$ cat src/rtl/dpr_w_i.sv
// rtl/dpr_w_i.sv - dual-port W_i weight RAM with a run-time active region of m*gamma words
module dpr_w_i #(
    parameter int FEATURE_BITS = 4,
    parameter int ELEMENT_BITS = 8,
    parameter int RAM_DEPTH    = 2**(2*FEATURE_BITS)
) (
    input  logic                      sys_clk,
    input  logic                      reset_n,
    input  logic [FEATURE_BITS-1:0]   m,
    input  logic [FEATURE_BITS-1:0]   gamma,
    input  logic [2*FEATURE_BITS-1:0] address_in,
    input  logic [ELEMENT_BITS-1:0]   data_in,
    input  logic                      cs_in,
    input  logic                      we_in,
    input  logic [2*FEATURE_BITS-1:0] address_out,
    input  logic                      oe_out,
    input  logic                      cs_out,
    output logic [ELEMENT_BITS-1:0]   data_out
);

    localparam int AW = 2*FEATURE_BITS;

    logic [ELEMENT_BITS-1:0] mem [RAM_DEPTH];
    logic [AW-1:0]           limit;
    logic                    wr_en;
    logic                    rd_en;
    logic                    rd_hit;

    assign limit  = AW'(m) * AW'(gamma);
    assign wr_en  = cs_in && we_in && (address_in < limit);
    assign rd_en  = cs_out && oe_out;
    assign rd_hit = address_out < limit;

    // Words must clear asynchronously on reset, so storage is built from resettable flops.
    // Nonblocking updates give read-before-write on a same-address collision.
    always_ff @(posedge sys_clk or negedge reset_n) begin
        if (!reset_n) begin
            for (int i = 0; i < RAM_DEPTH; i++) begin
                mem[i] <= '0;
            end
            data_out <= '0;
        end else begin
            if (wr_en) begin
                mem[address_in] <= data_in;
            end
            if (rd_en) begin
                data_out <= rd_hit ? mem[address_out] : '0;
            end
        end
    end

endmodule

$ cat config.mk
export PLATFORM = sky130hd
export DESIGN_NAME = dpr_w_i
export DESIGN_NICKNAME = d
export VERILOG_FILES = /design/src/rtl/dpr_w_i.sv
export SDC_FILE = /design/constraint.sdc
export NUM_CORES = 2
export LEC_CHECK = 0
export CAP_MARGIN = 5
export CORE_MARGIN = 5
export CORE_UTILIZATION = 50
export DETAILED_ROUTE_END_ITERATION = 8
export PLACE_DENSITY = 0.71
export SYNTH_ARGS = -nofsm -noshare
export SYNTH_HDL_FRONTEND = slang
export SYNTH_SLANG_ARGS = --single-unit
$ cat constraint.sdc
create_clock -name sys_clk -period 2.9 [get_ports sys_clk]
set_clock_uncertainty 0.1 [all_clocks]
set_input_delay 0.435 -clock sys_clk [delete_from_list [all_inputs] [get_ports sys_clk]]
set_output_delay 0.435 -clock sys_clk [all_outputs]
set_load 0.05 [all_outputs]
==> results.md <==
- The tightest slew margin relative to the limit is 0.1190.
- The final count of pins violating max slew was 0.
- The initial standard-cell utilization of the core is 0.5031.
- The die outline width is 453.0 um.
- The post-route standard cell area excluding fillers is 119900 sq um.
- By area the synthesized netlist is led by dfrtp_1, mux2_2, mux4_2.
- The tree is rooted in a clkbuf_16.
- The worst setup path is captured at a flip-flop.
- The global-route usage over all layers is 0.3029.
- The post-synthesis register bit count is 2056.
- Of the cells placed in the final design, the portion with a size suffix greater than 1 is 0.5432.
- The HPWL after detailed placement is 213100 um.
- Counting flops with a built-in enable in the synthesized netlist gives 0.
- In this run the critical register-to-register path is launched from mem[462]$_DFFE_PN0P_.
- The net total in the final layout is 7476.
- The final RePlAce weighted congestion is 0.9446.
- The worst register-to-register path ends at data_out[6]$_DFFE_PN0P_.
- Total power for the finished layout comes to 65.49 mW.
- The cell family with the largest share of critical-path delay is adder cells.
- For this design, the slowest cell found on the critical path is fa_1.
- The library cell used most frequently in the layout, excluding fill and tap cells, is dfrtp_1.
- TritonCTS built the clock tree.
- The first global-routing pass estimated 463900 um of wire.
- The share of synthesized area occupied by flip-flops and latches is 0.5244.
- Of the post-synthesis cell area, the dominant cell type holds 0.5244.
- The total buffers and inverters traversed by the critical path is 8.
- The initial antenna violation count is 13.
- The arrival time reported for the critical path endpoint is 5120 ps.
- The cell count after synthesis came out at 6573.
- Of all cell types, the one taking the most synthesized area is dfrtp_1.
- During I/O placement, the number of pins put on the boundary was 46.
- The netlist uses 71 different library cells.
- The path class of the tightest hold or removal check is in2async.
- The number of H-tree levels is 4.
- In the finished design, the share of the clock period the worst path needs comes to 1.551.
- In this run the deepest clock path goes through 3 buffers.
- The tree built by TritonCTS fans out to 2056 sinks.
- The later pin in the worst-skew pair is clocked with a latency of 880 ps.
- Buffers placed on the I/O ports in this run total 45.
- Entering global routing, the biggest net connects 121 pins.
- The final hold violation count was 0.
- The sum of negative setup slack is -2738320 ps.
- Buffers inserted during clock tree synthesis total 207.
- After layout, the minimum clock period comes to 4497 ps.
- The maximum operating frequency is 0.2224 GHz.
- The largest stage delay on the critical path is 520 ps.
- The post-synthesis net count is 6639.
- For this run, the detailed router's first-pass iteration total came to 6.
- The per-cell routed wire length is 30.71 um.
- The layout has 14260 filler cells.
- In the synthesized netlist the dominant register cell turns out to be dfrtp_1.
- The largest driver fanout on the critical path is 8.
- The netlist area before placement is 98100 sq um.
- The depth of the worst register-to-register path is 8.
- In this run the vertical extent of the chip is 453.0 um.
- For this run, asynchronously set or reset flops after synthesis account for 1.000.
- In this run the worst setup path begins at gamma[3].
- By startpoint and endpoint, the worst setup path is classified as in2reg.
- The core region is 195000 sq um.
- The number of placed instances, taps included is 9772.
- The DRC violation count after routing is 0.
- Across the run, the number of max-cap violations was 0.
- For the worst setup path, the data required time is 3520 ps.
- The checks that failed: negative setup slack.
- The first routing iteration left 6570 violations.
- The leakage power is 57.28 nW.
- The count of warnings emitted by yosys is 0.
- The final route contains 65000 vias.
- Traced cell by cell, the critical path runs through buf_2, nand2_2, fa_1, inv_2, fa_1, buf_6, fa_2, a21o_1, a21oi_2, xor2_1, ha_2, or3_4, a221oi_4, buf_12, o21ai_4, buf_12, buf_16, buf_12, a2111oi_4, buf_6, mux2_4.
- The flow ran to the end, but the final reports show violations.
- After floorplanning, the core was divided into 162 placement rows.
- Setup slack on the critical path of the routed design comes to -1597 ps.
- The worst-case vdd ir drop is 548.3 uV.
- The finished layout holds 10220 standard cells, fillers aside.
- The overall die area is 205200 sq um.
- The total cell area at the placement stage is 110600 sq um.
- For this design the ratio of total power to cell area is 546.1 nW/um^2.
- The average vias per placed instance is 6.362.
- The final layout contains routed wiring with a total length of 313800 um.
- From synthesis to final layout, the design area changed by 22.25%.
- The top cell types in the final layout, fill and taps aside, are dfrtp_1, mux2_2, buf_4, mux2i_1, mux4_2.
- After clock tree synthesis, the clock-pin slew on the worst setup and hold paths is 60 ps.
- For flop-to-flop paths, the worst setup slack is -550 ps.
- Setup violations remaining at the end of the flow were counted as 2056.
- Setup repair after global routing could not meet its margin everywhere.
- The most numerous cell type found on the critical path is buf_12.
- Counting buffers and inverters, the worst setup path is 21 cells deep.
- The slew at the pin closest to its max-slew limit is 1315 ps.
- The average instance in the mapped netlist occupies 14.93 sq um.
- The via count of the first global-routing pass came to 68030.
- STA classifies the critical path startpoint as an input port.
- The residual overflow from global routing is 0.
- The post-route antenna net violation count is 0.
==> where the power goes <==
part	internal, mW	switching, mW
sequential	29.3	0.316
clock	16.1	12.0
combinational	2.99	4.84
==> sequential cells by signal, summed over array words and instances, names as in the netlist <==
signal    count
mem        2048
data_out      8
==> cell usage after synthesis, types with 9 or more instances <==
library cell and instances:
o21ai_0 84, and3_1 11, nor2_1 89, a221o_1 25
nand2b_1 21, o221ai_1 12, a221oi_1 119, buf_2 81
nor3_1 32, o31ai_1 18, nor2b_1 19, o22ai_1 13
a22oi_1 61, buf_1 53, nor3_2 49, nor4_4 17
or4_1 22, and2_1 21, nor4_1 11, dfrtp_1 2056
clkbuf_1 385, buf_4 42, nand3_1 94, mux2_2 2072
o2111ai_1 13, nand2_1 104, mux2i_1 365, nand4_1 15
ha_1 24, a21oi_1 64, inv_1 10, or3_1 15
a2111o_1 9, mux4_2 338, a2111oi_4 76, a211oi_1 20
a31oi_1 13
==> logic make-up (layout without fill, tap and decap cells) <==
group	count (synthesis)	after routing	synth area share
muxes	2775	2775	0.3527
DFF	2056	2056	0.5244
AOI/OAI and AO/OA	594	594	0.06062
buffers and inverters	574	1585	0.02460
and+or+nand+nor	541	541	0.03333
adders and majority gates	29	29	0.003979
xor gates and xnor gates	4	4	0.0003572
other	0	9	0
==> through the flow <==
stage,hold WS [ps],utilization,worst slack [ps]
floorplan,39.41,-,-1803
global placement,308.2,0.5674,-2914
detailed placement,308.7,0.5674,-2884
CTS,55.92,0.6084,-1564
global route,90.24,0.6149,-1675
finish,83.60,0.6150,-1597
==> repair_timing <==
action,4_1_cts,5_1_grt
hold buffers,1,0
endpoints found under the hold margin,775,0
endpoints found under the setup margin,2056,2056
setup buffers,14,26
pin swaps,16,57
gates resized for setup,157,225
cloned,5,9
==> worst max path at each step <==
stage                            end
2_1_floorplan   mem[960]$_DFFE_PN0P_
3_3_place_gp   mem[2038]$_DFFE_PN0P_
3_5_place_dp    mem[312]$_DFFE_PN0P_
4_1_cts         mem[703]$_DFFE_PN0P_
5_1_grt         mem[317]$_DFFE_PN0P_
6_report        mem[318]$_DFFE_PN0P_
==> routing by layer <==
| layer | GRT usage | share of wire |
|---|---|---|
| met1 | 0.4063 | 0.40 |
| met5 | 0 | 0.00016 |
| met4 | 0.1456 | 0.059 |
| met3 | 0.07501 | 0.088 |
| met2 | 0.4652 | 0.45 |
==> layout make-up <==
class	instances	area [sq um]	share of cell area
Multi-Input combinational cell	3943	45340	0.3780
Inverter	13	52.55	0.0004382
Sequential cell	2056	51450	0.4290
Antenna cell	9	22.52	0.0001878
Clock buffer	302	6067	0.05059
Timing Repair Buffer	1189	12580	0.1049
Clock inverter	81	1139	0.009494
Tap cell	2624	3283	0.02738
==> worst register-to-register path: cells and delay by family (launching register included) <==
family                 cells  cell delay [ps]
flip-flops                 1              350
multiplexers               1              130
AND/OR/NAND/NOR            1              620
AO/OA/AOI/OAI              5             2010
buffers and inverters      1              150
Power figures use the tool's default switching activity.
